## src/rtl/mips_defs.sv

```systemverilog
// Shared MIPS decode constants and writeback-stage enums.
package mips_defs;

    localparam int WORD_W = 32;

    localparam logic [5:0] OP_SPECIAL = 6'b000000;
    localparam logic [5:0] OP_JAL     = 6'b000011;
    localparam logic [5:0] OP_LB      = 6'b100000;
    localparam logic [5:0] OP_LH      = 6'b100001;
    localparam logic [5:0] OP_LW      = 6'b100011;
    localparam logic [5:0] OP_LBU     = 6'b100100;
    localparam logic [5:0] OP_LHU     = 6'b100101;
    localparam logic [5:0] FUNCT_JALR = 6'b001001;

    typedef enum logic [2:0] {
        LD_NONE,
        LD_W,
        LD_B,
        LD_BU,
        LD_H,
        LD_HU
    } ld_type_e;

    typedef enum logic [1:0] {
        WB_ALU,
        WB_MEM,
        WB_PC8
    } wb_sel_e;

endpackage

```

## src/rtl/load_ext.sv

```systemverilog
// Load data extractor: picks the byte/halfword addressed by the low address bits and extends it.
module load_ext
    import mips_defs::*;
(
    input  ld_type_e          ld_type_i,
    input  logic [1:0]        off_i,
    input  logic [WORD_W-1:0] dm_i,
    output logic [WORD_W-1:0] ext_o
);

    logic [7:0]  byte_sel;
    logic [15:0] half_sel;

    always_comb begin
        // Little-endian lanes; off_i[0] is ignored for halfwords.
        case (off_i)
            2'd0:    byte_sel = dm_i[7:0];
            2'd1:    byte_sel = dm_i[15:8];
            2'd2:    byte_sel = dm_i[23:16];
            default: byte_sel = dm_i[31:24];
        endcase
        half_sel = off_i[1] ? dm_i[31:16] : dm_i[15:0];

        case (ld_type_i)
            LD_B:    ext_o = {{24{byte_sel[7]}}, byte_sel};
            LD_BU:   ext_o = {24'd0, byte_sel};
            LD_H:    ext_o = {{16{half_sel[15]}}, half_sel};
            LD_HU:   ext_o = {16'd0, half_sel};
            default: ext_o = dm_i;
        endcase
    end

endmodule

```

## src/rtl/wb_grf.sv

```systemverilog
// Writeback stage: selects final write data, owns the 32x32 GRF, serves D-stage reads with W->D bypass.
// Defining GRF_TRACE_EN adds a simulation-only print of every register write.
module wb_grf
    import mips_defs::*;
#(
    parameter int DATA_W = 32,
    parameter int REG_AW = 5
) (
    input  logic              clk,
    input  logic              reset,
    input  logic [31:0]       instr_w,
    input  logic [DATA_W-1:0] aluout_w,
    input  logic [DATA_W-1:0] dm_w,
    input  logic [31:0]       pc4_w,
    input  logic [31:0]       pc8_w,
    input  logic [REG_AW-1:0] a3_w,
    input  logic [REG_AW-1:0] ra1,
    input  logic [REG_AW-1:0] ra2,
    output logic [DATA_W-1:0] rd1,
    output logic [DATA_W-1:0] rd2,
    output logic [DATA_W-1:0] wd_w,
    output logic              we_w
);

    localparam int NREGS = 2 ** REG_AW;

    logic [5:0]        opcode;
    logic [5:0]        funct;
    ld_type_e          ld_type;
    wb_sel_e           wb_sel;
    logic [DATA_W-1:0] ext_data;

    // Register 0 is hardwired to zero, so only 1..NREGS-1 are stored.
    logic [DATA_W-1:0] regs_q [1:NREGS-1];

    assign opcode = instr_w[31:26];
    assign funct  = instr_w[5:0];

    always_comb begin
        ld_type = LD_NONE;
        wb_sel  = WB_ALU;
        case (opcode)
            OP_LW:  begin ld_type = LD_W;  wb_sel = WB_MEM; end
            OP_LB:  begin ld_type = LD_B;  wb_sel = WB_MEM; end
            OP_LBU: begin ld_type = LD_BU; wb_sel = WB_MEM; end
            OP_LH:  begin ld_type = LD_H;  wb_sel = WB_MEM; end
            OP_LHU: begin ld_type = LD_HU; wb_sel = WB_MEM; end
            OP_JAL: wb_sel = WB_PC8;
            OP_SPECIAL: begin
                if (funct == FUNCT_JALR) wb_sel = WB_PC8;
            end
            default: ;
        endcase
    end

    load_ext u_load_ext (
        .ld_type_i (ld_type),
        .off_i     (aluout_w[1:0]),
        .dm_i      (dm_w),
        .ext_o     (ext_data)
    );

    always_comb begin
        case (wb_sel)
            WB_MEM:  wd_w = ext_data;
            WB_PC8:  wd_w = pc8_w;
            default: wd_w = aluout_w;
        endcase
    end

    assign we_w = (a3_w != '0) && !reset;

    always_ff @(posedge clk) begin
        if (reset) begin
            for (int i = 1; i < NREGS; i++) regs_q[i] <= '0;
        end else if (we_w) begin
            regs_q[a3_w] <= wd_w;
        end
    end

    // we_w already excludes address 0 and reset, so it alone gates the bypass.
    always_comb begin
        rd1 = '0;
        if (ra1 != '0) rd1 = (we_w && ra1 == a3_w) ? wd_w : regs_q[ra1];
    end

    always_comb begin
        rd2 = '0;
        if (ra2 != '0) rd2 = (we_w && ra2 == a3_w) ? wd_w : regs_q[ra2];
    end

    wire unused_instr = &{1'b0, instr_w[25:6]};

`ifdef GRF_TRACE_EN
    always_ff @(posedge clk) begin
        if (we_w) $display("@%h: $%0d <= %h", pc4_w - 32'd4, a3_w, wd_w);
    end
`else
    wire unused_pc4 = &{1'b0, pc4_w};
`endif

endmodule

```

## config.mk

```make
export PLATFORM = sky130hd
export DESIGN_NAME = wb_grf
export DESIGN_NICKNAME = d
export VERILOG_FILES = /design/src/rtl/mips_defs.sv /design/src/rtl/load_ext.sv /design/src/rtl/wb_grf.sv
export SDC_FILE = /design/constraint.sdc
export NUM_CORES = 2
export LEC_CHECK = 0
export ABC_AREA = 1
export CORE_ASPECT_RATIO = 0.5
export CORE_MARGIN = 3
export CORE_UTILIZATION = 30
export CTS_BUF_LIST = sky130_fd_sc_hd__clkbuf_8
export CTS_CLUSTER_DIAMETER = 80
export DETAILED_ROUTE_END_ITERATION = 16
export SLEW_MARGIN = 5
export SYNTH_ARGS = -nofsm -noshare
export SYNTH_HDL_FRONTEND = slang
export SYNTH_SLANG_ARGS = --single-unit
```

## constraint.sdc

```tcl
create_clock -name clk -period 5.9 [get_ports clk]
set_input_delay 1.475 -clock clk [delete_from_list [all_inputs] [get_ports clk]]
set_output_delay 1.475 -clock clk [all_outputs]
set_load 0.03 [all_outputs]
```

Word-level counts from Yosys, hierarchy flattened
Memories as Yosys holds them, arrays and structs flattened.
Cells that the tools add are included.
{ "word_totals": {"rom_bits": 0, "latch_bits": 0, "out_inout_bits": 97, "mem_count": 1, "ram_bits": 992, "input_bits": 177, "ff_bits": 0} }
{ "mem_list": {"columns": ["name", "words", "word_bits", "rd", "rd_clocked_by_memory_dff", "wr", "line", "source"], "rows": [
  ["regs_q", 31, 32, 2, 0, 31, "wb_grf.sv:34", "logic [DATA_W-1:0] regs_q [1:NREGS-1];"]
]} }
{ "classes": {"eq_ne": 17, "n_lt_le_gt_ge": 0, "add_sub_neg": 0, "n_reduce_logical": 11, "shift": 0, "div_mod_pow": 0, "n_mux": 19, "bitwise_logic": 0, "multipliers": 0} }
{ "ops": {"columns": ["op", "n"], "rows": [
  ["32-bit two-way mux", 5],
  ["32-bit one-hot mux with 4 select lines", 1],
  ["32-bit one-hot mux with 2 select lines", 1],
  ["32-bit OR reduction", 1],
  ["6-bit equality test (second input constant)", 5],
  ["8-bit one-hot mux with 3 select lines", 1],
  ["16-bit two-way mux", 1],
  ["3-bit one-hot mux with 5 select lines", 1],
  ["5-bit nonzero test", 3],
  ["5-bit equality test", 2],
  ["3-bit by 2-bit equality test with 1-bit output (second input constant)", 2],
  ["3-bit equality test (second input constant)", 2],
  ["6-bit by 2-bit equality test with 1-bit output (second input constant)", 1],
  ["6-bit by 4-bit equality test with 1-bit output (second input constant)", 1],
  ["6-bit logical NOT", 1],
  ["1-bit two-way mux", 6],
  ["2-bit one-hot mux with 3 select lines", 1],
  ["5-bit two-way mux", 1],
  ["5-bit OR reduction", 1],
  ["2-bit by 1-bit equality test with 1-bit output (second input constant)", 2],
  ["2-bit equality test (second input constant)", 2],
  ["1-bit logical AND", 3],
  ["2-bit logical NOT", 1],
  ["2-bit two-way mux", 1],
  ["1-bit logical NOT", 1]
]} }

Depth between registers and ports, before layout
{ "logic_depth": {"word_depth": 7, "ltp_mapped": 17, "ltp_nobuf": 15} }

Hierarchy
From an unflattened synthesis, not the netlist that was laid out.
{ "unflattened": {"hier_cells": 7720, "area_unflattened_um2": 59595.9} }
{ "modules_own_cells": {"columns": ["module", "area_per_inst_um2", "n_inst", "cells_per_inst"], "rows": [
  ["wb_grf", 58661.3, 1, 7526],
  ["load_ext", 934.6, 1, 194]
]} }

Least setup slack after synthesis
OpenSTA, ideal clock, no wires.
{ "synth_path": {"path_type": "input to output", "start": "in instr_w[26]", "end": "out rd1[0]", "stages": 16, "setup_slack_ps": 590, "path_buffers": 3, "required_time_ps": 4425, "t_arrival_ps": 3835, "path_cell_list": "buf_4 > nor2_4 > nand2_1 > nor4_1 > nor2_1 > nor3_1 > inv_1 > ha_1 > clkbuf_1 > clkbuf_1 > a21oi_1 > nand2_1 > nand2_1 > nand2_1 > nand2_1 > nor2_1"} }
{ "synth_between": {"elab_chain_len": 7, "elab_cells_between_ends": 20} }
{ "synth_lines": {"columns": ["element", "line", "source"], "rows": [
  ["start: declaration", "wb_grf.sv:11", "input logic [31:0] instr_w,"],
  ["6-bit equality test", "wb_grf.sv:42", "case (opcode)"],
  ["3-bit one-hot mux with 5 select lines / 5-bit OR reduction (equally long branches)", null, null],
  ["3-bit equality test (tied with other cells)", "load_ext.sv:24", "case (ld_type_i)"],
  ["32-bit one-hot mux with 4 select lines (tied with other cells)", "load_ext.sv:24", null],
  ["32-bit one-hot mux with 2 select lines (*)", "wb_grf.sv:64", "case (wb_sel)"],
  ["32-bit two-way mux (*) (2 in a row)", "wb_grf.sv:84", "if (ra1 != '0) rd1 = (we_w && ra1 == a3_w) ? wd_w : regs_q[ra1];"],
  ["end: declaration", "wb_grf.sv:19", "output logic [DATA_W-1:0] rd1,"]
]} }
Every way passes the cells marked *; elsewhere a longest branch is shown, timed or not.

Final worst setup path
{ "layout_path": {"start": "in instr_w[1]", "end": "out rd2[21]"} }
{ "layout_between": {"elab_chain_len": 7, "elab_cells_between_ends": 8} }
{ "layout_lines": {"columns": ["element", "line", "source"], "rows": [
  ["6-bit by 4-bit equality test with 1-bit output (*)", "wb_grf.sv:50", "if (funct == FUNCT_JALR) wb_sel = WB_PC8;"],
  ["2-bit two-way mux (*)", "wb_grf.sv:50", null],
  ["2-bit one-hot mux with 3 select lines (*)", "wb_grf.sv:42", null],
  ["2-bit equality test / 2-bit by 1-bit equality test with 1-bit output (equally long branches)", "wb_grf.sv:64", null],
  ["32-bit one-hot mux with 2 select lines (*)", "wb_grf.sv:64", null],
  ["32-bit two-way mux (*) (2 in a row)", "wb_grf.sv:89", "if (ra2 != '0) rd2 = (we_w && ra2 == a3_w) ? wd_w : regs_q[ra2];"],
  ["end: declaration", "wb_grf.sv:20", "output logic [DATA_W-1:0] rd2,"]
]} }
Marks and branches as above.

==> run summary <==
area of the placeable core: 195000 um^2
fraction of layout cells with a size suffix above 1: 14.7%
DRT antenna net count: 0
mean instance size in the synthesized netlist: 7.95 um^2
kind of critical path: input pin to primary output
hold crit path type: input pin to flop
result of the run: complete, no violations
Largest regs: regs_q: 1024 flops
critical-path cell with the highest stage delay: clkdlybuf4s50_1
number of hold-slack violations in the final timing report: 0
Hold Startpoint: aluout_w[24]
unrepaired setup endpoints after global routing: true
net count reported at finish: 7754
sort of element at the end of the critical path: primary output
drc violations: 0
wire length reported by the detailed router: 264000 um
commonest register cell after synthesis: edfxtp_1
post-synthesis to final-layout area growth: 16.3%
Cell Area, Synth: 59500 um^2
Placement Rows: 114
Syn Inst Count: 7488
number of flip-flops under the largest register name: 1024
initial DRC count: 10100
Cells on Worst Hold Path: 4
Clock Sinks: 1024
height of the die: 321 um
number of flops mapped to enable cells by yosys: 1024
Max transition margin: 33.2%
arrival time of data at the critical path endpoint: 4330 ps
grt total ovfl: 0
total track usage: 24.9%
Ports: 274
Final Critical Period: 5800 ps
largest fanout on the critical path: 7
hold worst-path end: regs_q[0][24]
antenna violations before repair: 24
number of global-route vias before repair: 53400
setup_tns: 0 ps
maximum clock rate: 172 MHz
count of max-cap constraint violations: 0
share of the yosys chip area belonging to registers: 51.7%
synthesis-stage register bit count: 1024
most prevalent standard cell on the critical path: buf_4
final RePlAce weighted congestion: 0.928
Worst IR Drop VDD: 0.189 mV
Pwr Density: 261 nW/um^2
Die Area: 204000 um^2
register containing the most flip-flops in the final layout: regs_q
vias after detailed routing: 58000
critical path data required time: 4430 ps
delay contributed by the slowest stage of the critical path: 390 ps
DP Wirelength: 157000 um
clk slew on worst S/H paths: 60 ps
number of clock buffers inserted by TritonCTS: 173
Setup Viol. Count Final: 0
startpoint of the most critical setup path: instr_w[1]
x dimension of the die: 636 um
number of buffers on the longest clock path: 3
reported leakage power: 27.0 nW
CTS Root Buffer Type: clkbuf_8
async set-reset flop share out of synthesis: 0%
leading cell types in the layout, fill and taps excluded: 2278 x nand2_1, 1942 x nand3_1, 1024 x edfxtp_1
element type at the critical path start: input pin
cells along the critical path: clkdlybuf4s50_1, inv_1, nand4_1, nor4_2, buf_4, nor2_4, nor3_4, inv_2, ha_4, clkinv_8, buf_16, buf_16, or2_2, a21oi_2, nor2_2, buf_4, buf_4
distinct cell type count after synthesis: 37
Final Cycle Share: 98.3%
DP Cell Count: 9998
initial core utilization: 30.5%
number of levels in the clock H-tree: 4
Wirelength per Cell: 25.6 um
TritonRoute pass-1 iters: 7
vias per cell: 5.61
pin count of the biggest net entering global routing: 154
max-slew violations: 0
global-route wire length before repair: 374000 um
most frequent standard cell in the layout excluding fill and tap cells: nand2_1
Hold Worst Slack: 1370 ps
Slew @ Worst Pin: 1000 ps
Buffers on Ports: 221
Finished Layout Cells: 10300
number of warning messages in the yosys log: 0
clock tree from TritonCTS: done
number of buffers added to fix hold violations after cts: 0
where the power goes:
part,switching [mW],internal (mW)
sequential,0.220,8.45
combinational,2.41,1.02
clock,3.07,2.86
total,5.70,12.3
area by class of cell:
class | count | area, um^2
Fill cell | 20000 | 126000
Sequential cell | 1024 | 30700
Multi-Input combinational cell | 5708 | 25700
Timing Repair Buffer | 553 | 5920
Tap cell | 2610 | 3270
Clock buffer | 178 | 2450
Clock inverter | 126 | 568
Inverter | 115 | 512
Antenna cell | 14 | 35.0
stage by stage:
step                utilization [%]  setup slack, ps  total power [mW]  area (um^2)
CTS                            35.4           -0.365              17.9        69000
detailed placement             33.6             -509              12.1        65700
floorplan                         -              590              10.7        59600
global route                   35.4            -53.0              18.6        69200
finish                         35.5             99.9              18.0        69200
global placement               33.6             -463              12.1        65700
worst max-delay path by stage:
stage	endpoint	slack, ps	cells after the start
after floorplan	rd1[0]	590	16
after global placement	wd_w[15]	-460	17
after detailed placement	wd_w[15]	-510	17
after CTS	wd_w[9]	-0.4	15
after global routing	rd2[21]	-50	17
final	rd2[21]	100	17
cell families after synthesis:
| logic type | count (synthesis) | share of synthesized area (%) |
|---|---|---|
| adder cells (fa/ha/maj) | 2 | 0.0420 |
| AND/OR/NAND/NOR | 5528 | 41.0 |
| XOR/XNOR | 4 | 0.0589 |
| flip-flops | 1024 | 51.7 |
| other | 1 | 0.00630 |
| buffers and inverters | 787 | 5.98 |
| AO/OA/AOI/OAI | 142 | 1.26 |
metal layers:
metal	vias to the layer above	wire, um	global-route usage, %	share of wire [%]
met5	-	120	0	0.045
met1	27400	95900	32.1	36
met2	4481	114000	37.6	43
met3	899	38200	6.71	14
li1	25200	-	-	-
met4	20	16200	14.4	6.1
timing repair:
item / in CTS / in global routing
setup buffers: 7 / 2
cloned: 3 / 0
gates resized for setup: 52 / 44
endpoints found under the setup margin: 96 / 84
pin swaps: 12 / 12
critical path: cells and delay by family:
kind | cells | cell delay (ps)
AO/OA/AOI/OAI | 1 | 150
buffers and inverters | 9 | 1390
adder cells (fa/ha/maj) | 1 | 320
AND/OR/NAND/NOR | 6 | 950
Yosys cell counts, types with 29 or more instances:
| library cell | number | area, um^2 |
|---|---|---|
| nor2_1 | 843 | 3160 |
| nor2_2 | 263 | 1650 |
| buf_6 | 29 | 327 |
| a21oi_1 | 110 | 551 |
| clkbuf_1 | 296 | 1110 |
| nand2_1 | 2353 | 8830 |
| or2_2 | 36 | 225 |
| buf_1 | 69 | 259 |
| edfxtp_1 | 1024 | 30700 |
| buf_2 | 271 | 1360 |
| inv_1 | 90 | 338 |
| nand3_1 | 1944 | 9730 |
Power figures use the tool's default switching activity.
